--- config.mk ---
export PLATFORM = sky130hd
export DESIGN_NAME = regfile_reader
export DESIGN_NICKNAME = d
export VERILOG_FILES = /design/src/rtl/regfile_reader.sv
export SDC_FILE = /design/constraint.sdc
export NUM_CORES = 1
export LEC_CHECK = 0
export CORE_ASPECT_RATIO = 0.7
export CORE_MARGIN = 2
export CORE_UTILIZATION = 45
export CTS_CLUSTER_SIZE = 14
export DETAILED_ROUTE_END_ITERATION = 7
export GPL_ROUTABILITY_DRIVEN = 0
export MAX_ROUTING_LAYER = met4
export PLACE_DENSITY_LB_ADDON = 0.08
export SYNTH_ARGS = -nofsm -noshare
export SYNTH_HDL_FRONTEND = slang
export SYNTH_SLANG_ARGS = --single-unit
--- constraint.sdc ---
create_clock -name clk -period 4.9 [get_ports clk]
set_clock_uncertainty 0.2 [all_clocks]
set_input_delay 0.98 -clock clk [delete_from_list [all_inputs] [get_ports clk]]
set_output_delay 0.98 -clock clk [all_outputs]
set_load 0.05 [all_outputs]
--- src/rtl/regfile_reader.sv ---
// Read-side sequencer for the CPU register bank: accepts a two-operand read request,
// fetches both operands (with write-through bypass) and returns one registered response.
module regfile_reader #(
  parameter int DATA_W    = 14,
  parameter int NUM_REGS  = 8,
  parameter int IDX_W     = 3,
  parameter int DUAL_PORT = 0
) (
  input  logic                       clk,
  input  logic                       rst,
  input  logic [NUM_REGS*DATA_W-1:0] bank_data,
  input  logic                       wr_en,
  input  logic [IDX_W-1:0]           wr_idx,
  input  logic [DATA_W-1:0]          wr_data,
  input  logic                       req_valid,
  output logic                       req_ready,
  input  logic [IDX_W-1:0]           req_idx_a,
  input  logic [IDX_W-1:0]           req_idx_b,
  output logic                       rsp_valid,
  input  logic                       rsp_ready,
  output logic [DATA_W-1:0]          rsp_data_a,
  output logic [DATA_W-1:0]          rsp_data_b,
  output logic                       rsp_err
);

  // state  | meaning
  // IDLE   | waiting for a request, req_ready high
  // READ_A | fetch operand A (and B when dual-ported) at the next edge
  // READ_B | fetch operand B at the next edge
  // RESP   | response presented until the consumer takes it
  localparam logic [1:0] IDLE   = 2'd0;
  localparam logic [1:0] READ_A = 2'd1;
  localparam logic [1:0] READ_B = 2'd2;
  localparam logic [1:0] RESP   = 2'd3;

  localparam logic [IDX_W:0] NUM_REGS_W = (IDX_W+1)'(NUM_REGS);

  logic [1:0]        state;
  logic [IDX_W-1:0]  idx_a;
  logic [IDX_W-1:0]  idx_b;
  logic [DATA_W-1:0] val_a;
  logic [DATA_W-1:0] val_b;
  logic              ok_a;
  logic              ok_b;

  // Out-of-range indices match no slice and never match the bypass, so they read 0.
  function automatic logic [DATA_W-1:0] fetch(input logic [IDX_W-1:0] idx);
    logic [DATA_W-1:0] v;
    v = '0;
    for (int i = 0; i < NUM_REGS; i++) begin
      if (idx == IDX_W'(i)) begin
        if (wr_en && (wr_idx == idx)) v = wr_data;
        else                           v = bank_data[i*DATA_W +: DATA_W];
      end
    end
    return v;
  endfunction

  always_comb begin
    val_a = fetch(idx_a);
    val_b = fetch(idx_b);
    ok_a  = {1'b0, idx_a} < NUM_REGS_W;
    ok_b  = {1'b0, idx_b} < NUM_REGS_W;
  end

  assign req_ready = (state == IDLE);
  assign rsp_valid = (state == RESP);

  always_ff @(posedge clk or negedge rst) begin
    if (!rst) begin
      state      <= IDLE;
      idx_a      <= '0;
      idx_b      <= '0;
      rsp_data_a <= '0;
      rsp_data_b <= '0;
      rsp_err    <= 1'b0;
    end else begin
      case (state)
        IDLE: begin
          if (req_valid) begin
            idx_a   <= req_idx_a;
            idx_b   <= req_idx_b;
            rsp_err <= 1'b0;
            state   <= READ_A;
          end
        end
        READ_A: begin
          rsp_data_a <= val_a;
          if (DUAL_PORT != 0) begin
            rsp_data_b <= val_b;
            rsp_err    <= rsp_err | ~ok_a | ~ok_b;
            state      <= RESP;
          end else begin
            rsp_err <= rsp_err | ~ok_a;
            state   <= READ_B;
          end
        end
        READ_B: begin
          rsp_data_b <= val_b;
          rsp_err    <= rsp_err | ~ok_b;
          state      <= RESP;
        end
        RESP: begin
          if (rsp_ready) state <= IDLE;
        end
        default: state <= IDLE;
      endcase
    end
  end

endmodule

Word level (Yosys, flattened, before mapping)
Index checks and enable logic that the tools add are counted.
Cells by class
  $add $sub $neg: 0
  $mul: 0
  div/mod/pow operators: 0
  $lt $le $gt $ge: 0
  equality and inequality tests: 21
  shifts and indexed selects: 0
  multiplexer cells: 35
  bitwise operators: 0
  reduce and logical (&&, ||, !) cells: 7
Operators with widths (number)
  14-bit 2-to-1 mux: 32
  3-bit equality test (second input constant): 8
  3-bit by 2-bit equality test with 1-bit output (second input constant): 4
  2-bit case mux with 4 select lines: 1
  3-bit by 1-bit equality test with 1-bit output (second input constant): 2
  3-bit equality test: 2
  3-bit zero test: 2
  2-bit equality test (second input constant): 2
  2-bit 2-to-1 mux: 2
  2-bit AND reduction: 2
  2-bit by 1-bit equality test with 1-bit output (second input constant): 1
  1-bit logical AND: 2
  2-bit zero test: 1
  2-bit by 1-bit inequality test with 1-bit output (second input constant): 1
  2-bit inequality test (second input constant): 1
Storage, ports and cells
  register bits after elaboration: 36
  bits in latches: 0
  bits in writable memories: 0
  memory bits (read-only): 0
  input port bits: 140
  output and inout bits: 31
  word-level logic and storage cells: 68
  memories kept: 0

Logic depth before layout (Yosys ltp)
  depth in word-level cells: 11
  depth in mapped cells: 9
  mapped depth without buffers: 6

Worst setup path before layout
Ideal clock, no wire load.
  path type: input-to-reg
  start: input wr_idx[2]
  end: register rsp_data_b[2]
  library setup time: 0.126 ns
  arrival: 2.465 ns
  required time: 4.574 ns
  slack: 2.109 ns
  stages on the path: 6
  path buffers: 1
  cells stage by stage: xor2_1 > or4_1 > clkbuf_1 > and3_1 > o32a_1 > o32a_1
Between the ends
  cells in the longest elaborated chain, start to end: 11
RTL lines
  start, declared: line 13  | input logic [IDX_W-1:0] wr_idx,
  3-bit equality test (*): line 52  | if (wr_en && (wr_idx == idx)) v = wr_data;
  1-bit logical AND (*): line 52
  14-bit 2-to-1 mux: line 52
  14-bit 2-to-1 mux (7 in series): line 51  | if (idx == IDX_W'(i)) begin
  14-bit 2-to-1 mux (*): line 51
  end signal, assigned: line 90  | rsp_data_b <= val_b;
  end signal, assigned: line 99  | rsp_data_b <= val_b;
  end, declared: line 22  | output logic [DATA_W-1:0] rsp_data_b,
Mark *: on every way between the ends. The rest lies on a longest branch, timed or not.
A chain may end at the register's enable or synchronous reset.

Worst setup path after layout
  start: input wr_idx[2]
  end: register rsp_data_b[11]
The elaborated chain is that of the path after synthesis.

==> impl_results.md <==
- Worst Path Class, Setup: input port to flop
- Synth top area cells: dfrtp_1 20%, mux2i_1 6.5%, o221ai_1 6.3%
- Sink Count: 36
- Power per Cell Area: 655 mW/mm^2
- Die width: 123 microns
- Worst Hold Class: flop to flop
- Register bit count reported by yosys: 36
- Port-buffer cells: 169
- Drt via density: 7.04
- Worst EP required: 4.86 ns
- PostCTS Resize Cnt: 0
- Largest net degree at the start of global routing: 61
- Total setup buffers inserted after CTS: 0
- Post-detail-place hpwl: 13200 microns
- Fin. Hold Viols: 0
- Initial antenna violation count: 0
- Starting Density: 46.1%
- Area Overhead vs Synth: 41.8%
- Ys flop type: dfrtp_1
- Share of cells above drive strength 1: 7.34%
- Io pins: 171
- Leading area contributor after synthesis: dfrtp_1
- Top-count cell post-synth: a21oi_1
- CTS Buffer Depth: 2
- Worst Setup End Kind: flop
- Max Cap Viol: 0
- Max VDD drop: 0.292 mV
- Post-route ant nets: 0
- Full die area: 0.0107 sq mm
- Status: finished clean
- Clk_lat worst skew: 0.29 ns
- Num CTS Buffers: 5
- RSZ-0062 raised after global routing: false
- Syn nets: 726
- Final wirelength: 19800 microns
- Worst Path Arrival: 3.69 ns
- Min cycle time layout: 3.72 ns
- Setup TNS: 0 ns
- CP Max Fanout: 18
- Crit path launch type: input port
- Worst slew pin tran: 1.39 ns
- First-pass GRT wire length: 30100 microns
- Core Area: 0.00965 sq mm
- Diode count: 0
- Register area share after synthesis: 20.2%
- Std-Cell Rows: 30
- Initial DRT Pass Iterations: 5
- Nets: 851
- Placed Area: 0.00616 sq mm
- Multi-input logic area: 0.00321 sq mm
- Die Ht: 87.2 microns
- Fill cells: 779
- # setup viols final: 0
- Design Area, Final: 0.00631 sq mm
- Achievable Freq: 269 MHz
- CTS tree: yes
- Cts hold-fix bufs: 0
- Htree depth: 2
- Synth top area share: 20.2%
- Register area: 903 sq um
- Crit share post-route: 76.0%
- Ys async rst share: 100%
- Total GRT Usage: 37.6%
- Vias in the first global route: 5677
- Max_slew headroom: 6.92%
- Setup WS post-layout: 1.18 ns
- DRC errors left: 0
- EDFF count, synth: 0
- Synth unique cells: 55
- Setup slack at placement: 1.02 ns
- Clock Root Buffer: clkbuf_16
- Initial DRC count: 677
- Cell Area, Synth: 0.00445 sq mm
- GRT Residual Overflow: 0
- Clk slew on worst S/H paths: 0.06 ns
- Avg WL per Cell: 23.6 microns
- Yosys Warn Count: 0
- Commonest cells in the netlist: 53 x a21oi_1, 50 x clkbuf_1, 39 x nand2_1
- Gate Count Post-Synth: 582
- Via Count: 5889
- Syn Area/Cell: 7.64 sq um
- Static leakage: 2.42 nW
- Slew Limit Fails: 0
report_power, final:
part | leakage [nW] | switching (mW) | total [mW] | internal [mW]
Clock | 0.0712 | 0.135 | 0.339 | 0.203
Sequential | 0.423 | 0.289 | 0.743 | 0.453
Combinational | 1.93 | 1.85 | 3.05 | 1.21
Total | 2.42 | 2.27 | 4.13 | 1.86
area by class of cell:
class,count,area share (%)
multi-input cells,457,50.9
well taps,128,2.54
repair buffers,185,28.6
flip-flops and latches,36,14.3
inverters,22,1.31
clock buffers,8,2.32
state kept, by name, indices dropped and copies added (netlist names):
| register | cells |
|---|---|
| rsp_data_a | 14 |
| idx_a | 3 |
| idx_b | 3 |
| rsp_data_b | 14 |
| state | 2 |
path summary, 6_finish.rpt:
kind,start,to,slack (ns),cells past startpoint
worst min register to register,rsp_data_b[2]$_DFFE_PN0P_,rsp_data_b[2]$_DFFE_PN0P_,0.32,1
min in group asynchronous,rst,idx_a[2]$_DFFE_PN0P_,0.65,1
worst max-delay path,wr_idx[2],rsp_data_b[11]$_DFFE_PN0P_,1.18,6
worst max register to register,idx_b[0]$_DFFE_PN0P_,rsp_data_b[11]$_DFFE_PN0P_,1.30,5
worst min-delay path,rsp_data_b[2]$_DFFE_PN0P_,rsp_data_b[2]$_DFFE_PN0P_,0.32,1
max in group asynchronous,rst,idx_b[1]$_DFFE_PN0P_,3.20,1
kinds of logic after synthesis:
logic type / after synthesis / share of synthesized area (%)
AOI/OAI and AO/OA: 254 / 42.0
xor gates and xnor gates: 6 / 1.18
adders and majority gates: 4 / 1.12
buffers and inverters: 89 / 8.04
DFF: 36 / 20.2
muxes: 49 / 11.6
other: 1 / 0.0843
and+or+nand+nor: 143 / 15.7
through the flow:
step	hold WS [ns]	std cells	power [mW]	util (%)
6_report	0.321	836	4.13	65.4
5_1_grt	0.331	836	4.34	65.4
4_1_cts	0.326	836	4.04	65.4
3_5_place_dp	0.311	828	3.69	63.9
3_3_place_gp	0.319	828	3.62	63.9
2_1_floorplan	0.328	582	2.75	-
critical path, cell delays in order:
cell	delay (ns)
clkdlybuf4s50_1	0.55
xor2_1	0.47
or4_1	0.65
nand2_1	0.56
o221ai_1	0.37
o22ai_1	0.10
layout by cell type, fill, tap and decap left out, types with 3 or more instances in the layout:
cell type | Yosys | final
a21oi_1 | 53 | 53
and3_1 | 3 | 3
a221oi_1 | 11 | 11
a211oi_1 | 20 | 20
nor3_1 | 13 | 13
nand4_1 | 4 | 4
mux2i_1 | 29 | 29
o21ai_0 | 13 | 13
o31a_1 | 11 | 11
o221ai_1 | 32 | 32
a31oi_1 | 4 | 4
inv_1 | 21 | 21
and2_1 | 4 | 4
nand2b_1 | 5 | 5
clkbuf_16 | 0 | 5
nor2b_1 | 27 | 27
dfrtp_1 | 36 | 34
mux2_2 | 20 | 20
o32a_1 | 14 | 14
nand3_1 | 9 | 9
a211o_1 | 13 | 13
ha_1 | 4 | 4
nor2_1 | 31 | 31
a22o_1 | 11 | 11
o211ai_1 | 3 | 3
buf_4 | 1 | 16
clkdlybuf4s50_1 | 0 | 168
xor2_1 | 3 | 3
o22ai_1 | 29 | 29
nand2_1 | 39 | 39
a31o_2 | 3 | 3
xnor2_1 | 3 | 3
a21boi_0 | 10 | 10
a2111oi_0 | 11 | 11
routing by layer:
metal  share of wire, %  global-route usage, %  up-vias
li1                   -                      -     2529
met1                 41                   50.7     2746
met2                 41                   53.0      533
met3                 14                   8.97       81
met4                3.6                   17.3        0
met5                  0                      -        -
Power figures use the tool's default switching activity.
